$ cat src/rtl/alu_pkg.sv
`default_nettype none
// ============================================================================
//  Module   : alu_pkg
//  Purpose  : Shared definitions between the 8-bit ALU and its result buffer:
//             widths, flag bit positions inside the packed flag vector, the
//             packed result record and the buffer FSM state type.
//  Ports    : (package, none)
//  Revision : 1.0  initial release
// ============================================================================
package alu_pkg;

    localparam int ALU_W  = 8;
    localparam int OP_W   = 2;
    localparam int FLAG_W = 5;

    // Bit positions inside the packed {parity,overflow,greater,is_eq,less} vector
    localparam int FLG_PAR = 4;
    localparam int FLG_OVF = 3;
    localparam int FLG_GT  = 2;
    localparam int FLG_EQ  = 1;
    localparam int FLG_LT  = 0;

    typedef struct packed {
        logic [OP_W-1:0]   op;
        logic [ALU_W-1:0]  y;
        logic [FLAG_W-1:0] flags;
    } alu_result_t;

    typedef enum logic [0:0] {
        RUN   = 1'b0,
        DRAIN = 1'b1
    } state_t;

endpackage
`default_nettype wire

$ cat src/rtl/sync_fifo.sv
`default_nettype none
// ============================================================================
//  Module   : sync_fifo
//  Purpose  : Single-clock FIFO with a combinational (zero-latency) head read.
//             The caller is responsible for never pushing when full nor
//             popping when empty; level is the authoritative occupancy.
//  Ports    : clk        clock, all state on rising edge
//             rst_n      synchronous reset, active-low
//             push       write push_data at the tail this cycle
//             push_data  entry to write
//             pop        retire the head entry this cycle
//             head       head entry (all zeros while empty)
//             level      occupancy 0..DEPTH
//  Revision : 1.0  initial release
// ============================================================================
module sync_fifo #(
    parameter  int WIDTH = 8,
    parameter  int DEPTH = 4,
    localparam int PTR_W = $clog2(DEPTH),
    localparam int LVL_W = PTR_W + 1
) (
    input  logic             clk,
    input  logic             rst_n,
    input  logic             push,
    input  logic [WIDTH-1:0] push_data,
    input  logic             pop,
    output logic [WIDTH-1:0] head,
    output logic [LVL_W-1:0] level
);

    logic [WIDTH-1:0] r_mem [DEPTH];
    logic [PTR_W-1:0] r_wr_ptr;
    logic [PTR_W-1:0] r_rd_ptr;
    logic [LVL_W-1:0] r_level;

    // Storage needs no reset: nothing is read unless level says it was written.
    always_ff @(posedge clk) begin
        if (push) begin
            r_mem[r_wr_ptr] <= push_data;
        end
    end

    // DEPTH is a power of two, so pointers wrap on plain overflow.
    always_ff @(posedge clk) begin
        if (!rst_n) begin
            r_wr_ptr <= '0;
            r_rd_ptr <= '0;
            r_level  <= '0;
        end else begin
            if (push) begin
                r_wr_ptr <= r_wr_ptr + PTR_W'(1);
            end
            if (pop) begin
                r_rd_ptr <= r_rd_ptr + PTR_W'(1);
            end
            case ({push, pop})
                2'b10:   r_level <= r_level + LVL_W'(1);
                2'b01:   r_level <= r_level - LVL_W'(1);
                default: r_level <= r_level;
            endcase
        end
    end

    // Gate with occupancy so stale storage never shows after reset or drain.
    assign head  = (r_level != '0) ? r_mem[r_rd_ptr] : '0;
    assign level = r_level;

endmodule
`default_nettype wire

$ cat src/rtl/alu_result_buffer.sv
`default_nettype none
// ============================================================================
//  Module   : alu_result_buffer
//  Purpose  : Buffers ALU results (op, y, flags) in a FIFO towards a
//             valid/ready consumer, counts overflow and equality events with
//             saturating counters, and supports a drain request that stops
//             acceptance until the FIFO is empty.
//  Ports    : clk, rst_n          clock / synchronous active-low reset
//             in_valid, in_ready  producer handshake
//             op, y               op code and ALU result
//             parity, overflow, greater, is_eq, less   ALU flags
//             drain               pulse: stop accepting, empty the FIFO
//             out_valid,out_ready consumer handshake
//             out_op,out_y        head op / result
//             out_flags           {parity,overflow,greater,is_eq,less}
//             level               occupancy 0..DEPTH
//             ovf_cnt, eq_cnt     saturating event counters
//             draining            high while in the drain state
//  Revision : 1.0  initial release
// ============================================================================
module alu_result_buffer #(
    parameter  int DATA_W = 8,
    parameter  int DEPTH  = 4,
    parameter  int CNT_W  = 8,
    localparam int LVL_W  = $clog2(DEPTH) + 1
) (
    input  logic              clk,
    input  logic              rst_n,
    input  logic              in_valid,
    output logic              in_ready,
    input  logic [1:0]        op,
    input  logic [DATA_W-1:0] y,
    input  logic              parity,
    input  logic              overflow,
    input  logic              greater,
    input  logic              is_eq,
    input  logic              less,
    input  logic              drain,
    output logic              out_valid,
    input  logic              out_ready,
    output logic [1:0]        out_op,
    output logic [DATA_W-1:0] out_y,
    output logic [4:0]        out_flags,
    output logic [LVL_W-1:0]  level,
    output logic [CNT_W-1:0]  ovf_cnt,
    output logic [CNT_W-1:0]  eq_cnt,
    output logic              draining
);

    import alu_pkg::*;

    localparam int               ENTRY_W = OP_W + DATA_W + FLAG_W;
    localparam logic [CNT_W-1:0] CNT_MAX = '1;

    state_t              r_state;
    logic [CNT_W-1:0]    r_ovf_cnt;
    logic [CNT_W-1:0]    r_eq_cnt;
    logic [FLAG_W-1:0]   w_flags;
    logic [ENTRY_W-1:0]  w_head;
    logic [LVL_W-1:0]    w_level;
    logic                w_push;
    logic                w_pop;
    logic                w_empty_next;

    always_comb begin
        w_flags          = '0;
        w_flags[FLG_PAR] = parity;
        w_flags[FLG_OVF] = overflow;
        w_flags[FLG_GT]  = greater;
        w_flags[FLG_EQ]  = is_eq;
        w_flags[FLG_LT]  = less;
    end

    // Acceptance depends only on state and occupancy, so a full FIFO refuses
    // a push even when the consumer pops in the same cycle.
    assign in_ready  = (r_state == RUN) && (w_level < LVL_W'(DEPTH));
    assign out_valid = (w_level != '0);
    assign w_push    = in_valid && in_ready;
    assign w_pop     = out_valid && out_ready;

    sync_fifo #(
        .WIDTH (ENTRY_W),
        .DEPTH (DEPTH)
    ) u_fifo (
        .clk       (clk),
        .rst_n     (rst_n),
        .push      (w_push),
        .push_data ({op, y, w_flags}),
        .pop       (w_pop),
        .head      (w_head),
        .level     (w_level)
    );

    assign {out_op, out_y, out_flags} = w_head;
    assign level = w_level;

    // No pushes happen while draining, so the FIFO is empty after this edge
    // when it is empty now or its last entry is popped now.
    assign w_empty_next = (w_level == '0) || ((w_level == LVL_W'(1)) && w_pop);

    always_ff @(posedge clk) begin
        if (!rst_n) begin
            r_state <= RUN;
        end else begin
            case (r_state)
                RUN:     if (drain)        r_state <= DRAIN;
                DRAIN:   if (w_empty_next) r_state <= RUN;
                default: r_state <= RUN;
            endcase
        end
    end

    assign draining = (r_state == DRAIN);

    always_ff @(posedge clk) begin
        if (!rst_n) begin
            r_ovf_cnt <= '0;
            r_eq_cnt  <= '0;
        end else if (w_push) begin
            if (overflow && (r_ovf_cnt != CNT_MAX)) begin
                r_ovf_cnt <= r_ovf_cnt + CNT_W'(1);
            end
            if (is_eq && (r_eq_cnt != CNT_MAX)) begin
                r_eq_cnt <= r_eq_cnt + CNT_W'(1);
            end
        end
    end

    assign ovf_cnt = r_ovf_cnt;
    assign eq_cnt  = r_eq_cnt;

endmodule
`default_nettype wire

$ cat config.mk
export PLATFORM = sky130hd
export DESIGN_NAME = alu_result_buffer
export DESIGN_NICKNAME = d
export VERILOG_FILES = /design/src/rtl/alu_pkg.sv /design/src/rtl/sync_fifo.sv /design/src/rtl/alu_result_buffer.sv
export SDC_FILE = /design/constraint.sdc
export NUM_CORES = 1
export LEC_CHECK = 0
export ABC_AREA = 1
export CAP_MARGIN = 25
export CORE_MARGIN = 2
export CORE_UTILIZATION = 60
export CTS_BUF_LIST = sky130_fd_sc_hd__clkbuf_2 sky130_fd_sc_hd__clkbuf_4 sky130_fd_sc_hd__clkbuf_8
export DETAILED_ROUTE_END_ITERATION = 8
export HOLD_SLACK_MARGIN = 0.08
export PLACE_DENSITY = 0.87
export SLEW_MARGIN = 20
export SYNTH_ARGS = -nofsm -noshare
export SYNTH_HDL_FRONTEND = slang
export SYNTH_SLANG_ARGS = --single-unit
$ cat constraint.sdc
create_clock -name clk -period 2.7 [get_ports clk]
set_input_delay 0.675 -clock clk [delete_from_list [all_inputs] [get_ports clk]]
set_output_delay 0.675 -clock clk [all_outputs]
set_load 0.1 [all_outputs]
; ---- Yosys cells after proc, flatten, opt, wreduce, memory -nomap -nowiden
; Memories as Yosys holds them, arrays and structs flattened. A register that Yosys moved wholly into a read port is not among the register bits.
; Index checks and enable logic that the tools add are counted.
[word_totals]
wordCells = 41
mem_count = 1
out_inout_bits = 37
reg_bits = 24
ram_bits = 60
inputBits = 20
[classes]
reduce_logical = 12
n_bitwise = 1
eq_ne = 5
n_addsub = 6
n_lt_le_gt_ge = 1
mux = 9
[mem_list]
columns = name, words, word_bits, rd, rd_ports_with_merged_regs, write_ports, line_no
row1 = u_fifo.r_mem, 4, 15, 1, 1, 1, sync_fifo.sv:31  ; logic [WIDTH-1:0] r_mem [DEPTH];
[ops]
columns = cell, n
row1 = adder 8 x 1 -> 8 bit (second input constant), 2
row2 = != test 8 bit (second input constant), 2
row3 = 2-to-1 mux 15 bit, 1
row4 = logical AND 1 bit, 6
row5 = one-hot mux 3 bit (2 select lines), 1
row6 = adder 2 x 1 -> 2 bit (second input constant), 2
row7 = 2-to-1 mux 1 bit, 4
row8 = 2-to-1 mux 2 bit, 2
row9 = AND reduction 2 bit, 2
row10 = adder 3 x 1 -> 3 bit (second input constant), 1
row11 = == test 3 x 1 -> 1 bit (second input constant), 1
row12 = zero test 3 bit, 1
row13 = < comparator 3 bit (second input constant), 1
row14 = nonzero test 3 bit, 1
row15 = subtractor 3 x 1 -> 3 bit (second input constant), 1
row16 = == test 2 x 1 -> 1 bit (second input constant), 1
row17 = == test 2 bit (second input constant), 1
row18 = one-hot mux 1 bit (2 select lines), 1
row19 = nonzero test 2 bit, 1
row20 = logical OR 1 bit, 1
row21 = inverter 1 bit, 1

; ---- Logic depth before layout (Yosys ltp)
[depth]
ltp_word = 6
ltp_mapped = 11
ltp_nobuf = 11

; ---- Cells and area by module
; A second synthesis with hierarchy kept.
[hier_totals]
hier_cells = 390
hier_area_um2 = 3816.2
[by_module_without_submodules]
columns = mod, seq_area_each_um2, instances, cells_per_inst, area_each_um2
row1 = sync_fifo, 1981.9, 1, 248, 2852.7
row2 = alu_result_buffer, 340.3, 1, 142, 963.4

; ---- Worst setup path after synthesis
; OpenSTA, ideal clock, no wires.
[synth_path]
kind = register -> output
startpoint = reg u_fifo.r_level[0] (netlist: u_fifo.level[0])
endpoint = out out_flags[4]
stages_incl_launch_ff = 7
arrival_ns = 3.721
setup_slack_ns = -1.696
n_path_buf = 1
t_required_ns = 2.025
cell_sequence = dfxtp_1 -> inv_1 -> ha_1 -> nand2_2 -> inv_2 -> buf_1 -> a21oi_1
[synth_via]
elab_chain_cells = 2
[synth_rtl]
columns = element, line_no
row1 = start: declaration, sync_fifo.sv:34  ; logic [LVL_W-1:0] r_level;
row2 = start signal: assignment, sync_fifo.sv:57  ; 2'b10: r_level <= r_level + LVL_W'(1);
row3 = start signal: assignment, sync_fifo.sv:58  ; 2'b01: r_level <= r_level - LVL_W'(1);
row4 = start signal: assignment, sync_fifo.sv:59  ; default: r_level <= r_level;
row5 = nonzero test 3 bit, n/a
row6 = net out_valid, alu_result_buffer.sv:39  ; output logic out_valid,
row7 = 2-to-1 mux 15 bit, sync_fifo.sv:65  ; assign head = (r_level != '0) ? r_mem[r_rd_ptr] : '0;
row8 = end: declaration, alu_result_buffer.sv:43  ; output logic [4:0] out_flags,
; The timed path passes the listed nets, and every way through them passes these cells.

; ---- Worst setup path after layout
[layout_path]
startpoint = reg u_fifo.r_level[1] (netlist: u_fifo.level[1])
endpoint = out out_y[0]
[layout_via]
elab_chain_cells = 2
[layout_rtl]
columns = element, line_no
row1 = nonzero test 3 bit, sync_fifo.sv:65
row2 = 2-to-1 mux 15 bit, sync_fifo.sv:65
row3 = end: declaration, alu_result_buffer.sv:42  ; output logic [DATA_W-1:0] out_y,
; Every way passes these cells.

==> results_dict.tcl <==
set metrics [dict create \
    syn_inst 376 \
    vdd_drop_max_mv 1.505 \
    whs_ps 494.1 \
    finalHoldViolCount 0 \
    reg2reg_depth 10 \
    post_cts_resized 0 \
    drc 0 \
    powerDensity_mw_per_mm2 1170 \
    finish.net_count 470 \
    worst_ep_arrival_time_ps 1880 \
    crit_type "reg2out" \
    die_area_mm2 0.006977 \
    nFillCells 363 \
    post-route-period-util 0.9462 \
    skew_ps 11.43 \
    dp_hpwl_um 5358 \
    track_usage 0.2350 \
    ys_ff_latch 86 \
    power.total_w 0.005728 \
    yosysSeqAreaShare 0.6119 \
    yosysTopAreaCell "edfxtp_1" \
    clkLatencyLatePin_ps 360 \
    r2r_slack_ps 660 \
    cts_buffers 9 \
    cts_sinks 86 \
    drive_above_1_share 0.2523 \
    min_period_ps 2555 \
    crit_end "out_y[0]" \
    max_clock_freq_mhz 391.4 \
    synth_fa_ha_area_frac 0.03627 \
    synth_ff_type "edfxtp_1" \
    cts-root-buf "clkbuf_8" \
    rsz0062_at_grt "false" \
    viasPerCell 5.380 \
    start_util 0.6298 \
    grt_pass1_vias 2784 \
    antenna_cells 0 \
    relSlewSlack 0.6228 \
    yosysMostFrequentCell "nor2_1" \
    die_x_um 83.53 \
    regArea_mm2 0.002331 \
    setup_viol 0 \
    start_kind "flop" \
    synth_edf_count 60 \
    p_leak_nw 1.833 \
    end_kind "output pin" \
    drt_iter0_markers 201 \
    holdBufCountCts 0 \
    tns_ps 0 \
    cp_max_fo 9 \
    die_y_um 83.53 \
    maxCapViolCount 0 \
    syn2layout_area_growth_pct 29.05 \
    port_buffers 56 \
    outcome "finished clean" \
    overflow 0 \
    ys_warn_count 0 \
    timing.final.ws_setup_ps 145.4 \
    num_rows 28 \
    worstPathRequired_ps 2030 \
    htree_levels 3 \
    antenna_found_initial 0 \
    synth_area_mm2 0.003795 \
    synth_compound_area_frac 0.1095 \
    drtPass1Iterations 4 \
    async_flop_share 0 \
    routed_wl_um 7806 \
    hold_class "reg2reg" \
    clk_pin_slew_ps 90 \
    clockBufferDepth 2 \
    avgRoutedWirePerCell_um 15.04 \
    worstMarginPinSlew_ps 565.1 \
    grt_max_degree 31 \
    synth_area_per_cell_um2 10.09 \
    ant_nets 0 \
    postCtsSetupRepairBufs 0 \
    synth_top_family_by_area "simple AND/OR/NAND/NOR gates" \
    vias 2792 \
    synth_cell_types 32 \
    synthMuxAreaShare 0 \
    timing.rr.start "u_fifo.level[1]$_SDFFE_PN0P_" \
    globalplace.congestion 0.8382 \
    critPathLaunch "u_fifo.level[1]$_SDFFE_PN0P_" \
    synthTopCellsByCount "nor2_1 (80), edfxtp_1 (60), nand2_1 (47), o21ai_0 (36), a21oi_1 (30)" \
    yosys.area_share.simple 0.1774 \
    r2r_end "u_fifo.level[2]$_SDFFE_PN0P_" \
    synth_top_area_frac 0.4748 \
    grt_pass1_wl_um 12870 \
    io_pins 57 \
    synthXorXnorAreaFrac 0.01616 \
    yosys-top-cells-area "edfxtp_1 (47%), dfxtp_1 (14%), nor2_1 (7.9%)" \
    dpl_worst_slack_ps 416.1 \
    drv_slew 0 \
    core-area_mm2 0.006026 \
    synth_nets 407 \
    multiInputGateArea_mm2 0.001440 \
    cts_tree "yes" \
]
## where the power goes
part / switching (W) / internal, W
sequential: 0.0000656 / 0.00156
clock: 0.000477 / 0.000346
combinational: 0.00228 / 0.00100
## kinds of logic after synthesis
kind of cell | Yosys count
AO/OA/AOI/OAI | 77
AND/OR/NAND/NOR | 151
XOR/XNOR | 7
buffers and inverters | 44
flip-flops | 86
adder cells (fa/ha/maj) | 11
## worst min-delay path by stage
| stage | start | endpoint | cells past startpoint | slack, ps |
|---|---|---|---|---|
| 2_1_floorplan | u_fifo.r_rd_ptr[0]$_SDFFE_PN0P_ | flop | 1 | 450 |
| 6_report | u_fifo.r_rd_ptr[0]$_SDFFE_PN0P_ | u_fifo.r_rd_ptr[0]$_SDFFE_PN0P_ | 1 | 490 |
| 4_1_cts | u_fifo.r_rd_ptr[0]$_SDFFE_PN0P_ | u_fifo.r_rd_ptr[0]$_SDFFE_PN0P_ | 1 | 500 |
| 5_1_grt | u_fifo.r_rd_ptr[0]$_SDFFE_PN0P_ | u_fifo.r_rd_ptr[0]$_SDFFE_PN0P_ | 1 | 530 |
| 3_3_place_gp | u_fifo.r_rd_ptr[0]$_SDFFE_PN0P_ | u_fifo.r_rd_ptr[0]$_SDFFE_PN0P_ | 1 | 470 |
| 3_5_place_dp | u_fifo.r_rd_ptr[0]$_SDFFE_PN0P_ | u_fifo.r_rd_ptr[0]$_SDFFE_PN0P_ | 1 | 480 |
## cell type report
cell class	count	area share
clock buffers	9	0.02529
clock inverters	7	0.01099
inverters	31	0.02427
multi-input cells	246	0.2941
flip-flops and latches	86	0.4760
well taps	75	0.01916
repair buffers	65	0.1502
## critical path: stages, from the launching register on
cell and delay [ps]:
dfxtp_4 360, inv_1 110, ha_2 270, nand2_8 60, inv_2 280, buf_12 210
a21oi_4 50, buf_12 180
## registers in the layout (all words and copies together) (netlist names), named ones only
register and flops:
u_fifo.r_rd_ptr 2, ovf_cnt 8, u_fifo.r_wr_ptr 2, u_fifo.level 3
u_fifo.r_mem 60, eq_cnt 8, draining 1
## through the flow
stage,cell area (um^2),std cells,util
floorplan,3960,376,-
global placement,4720,503,0.7832
detailed placement,4720,503,0.7832
CTS,4897,519,0.8127
global route,4897,519,0.8127
finish,4897,519,0.8127
## layout by cell type, fill, tap and decap left out, types with 4 or more instances in the layout
cell type	netlist	routed
nor2_1	80	78
edfxtp_1	60	60
nand2_1	47	47
o21ai_0	36	36
buf_4	1	30
inv_1	24	24
dfxtp_1	26	23
clkdlybuf4s50_1	0	19
buf_12	0	16
a21oi_1	30	15
a21oi_2	7	12
a21oi_4	0	10
ha_1	11	10
clkbuf_8	0	9
xor2_1	7	7
inv_2	5	5
nor2_2	3	5
nand3_1	4	4
inv_6	0	4
## layer usage
metal,vias up,global-route usage,part of all wire
met5,-,0,0
met4,0,0.07478,0.014
met3,10,0.05045,0.043
met2,72,0.4186,0.52
met1,1326,0.2864,0.43
li1,1384,-,-
(Power assumes the default switching activity.)
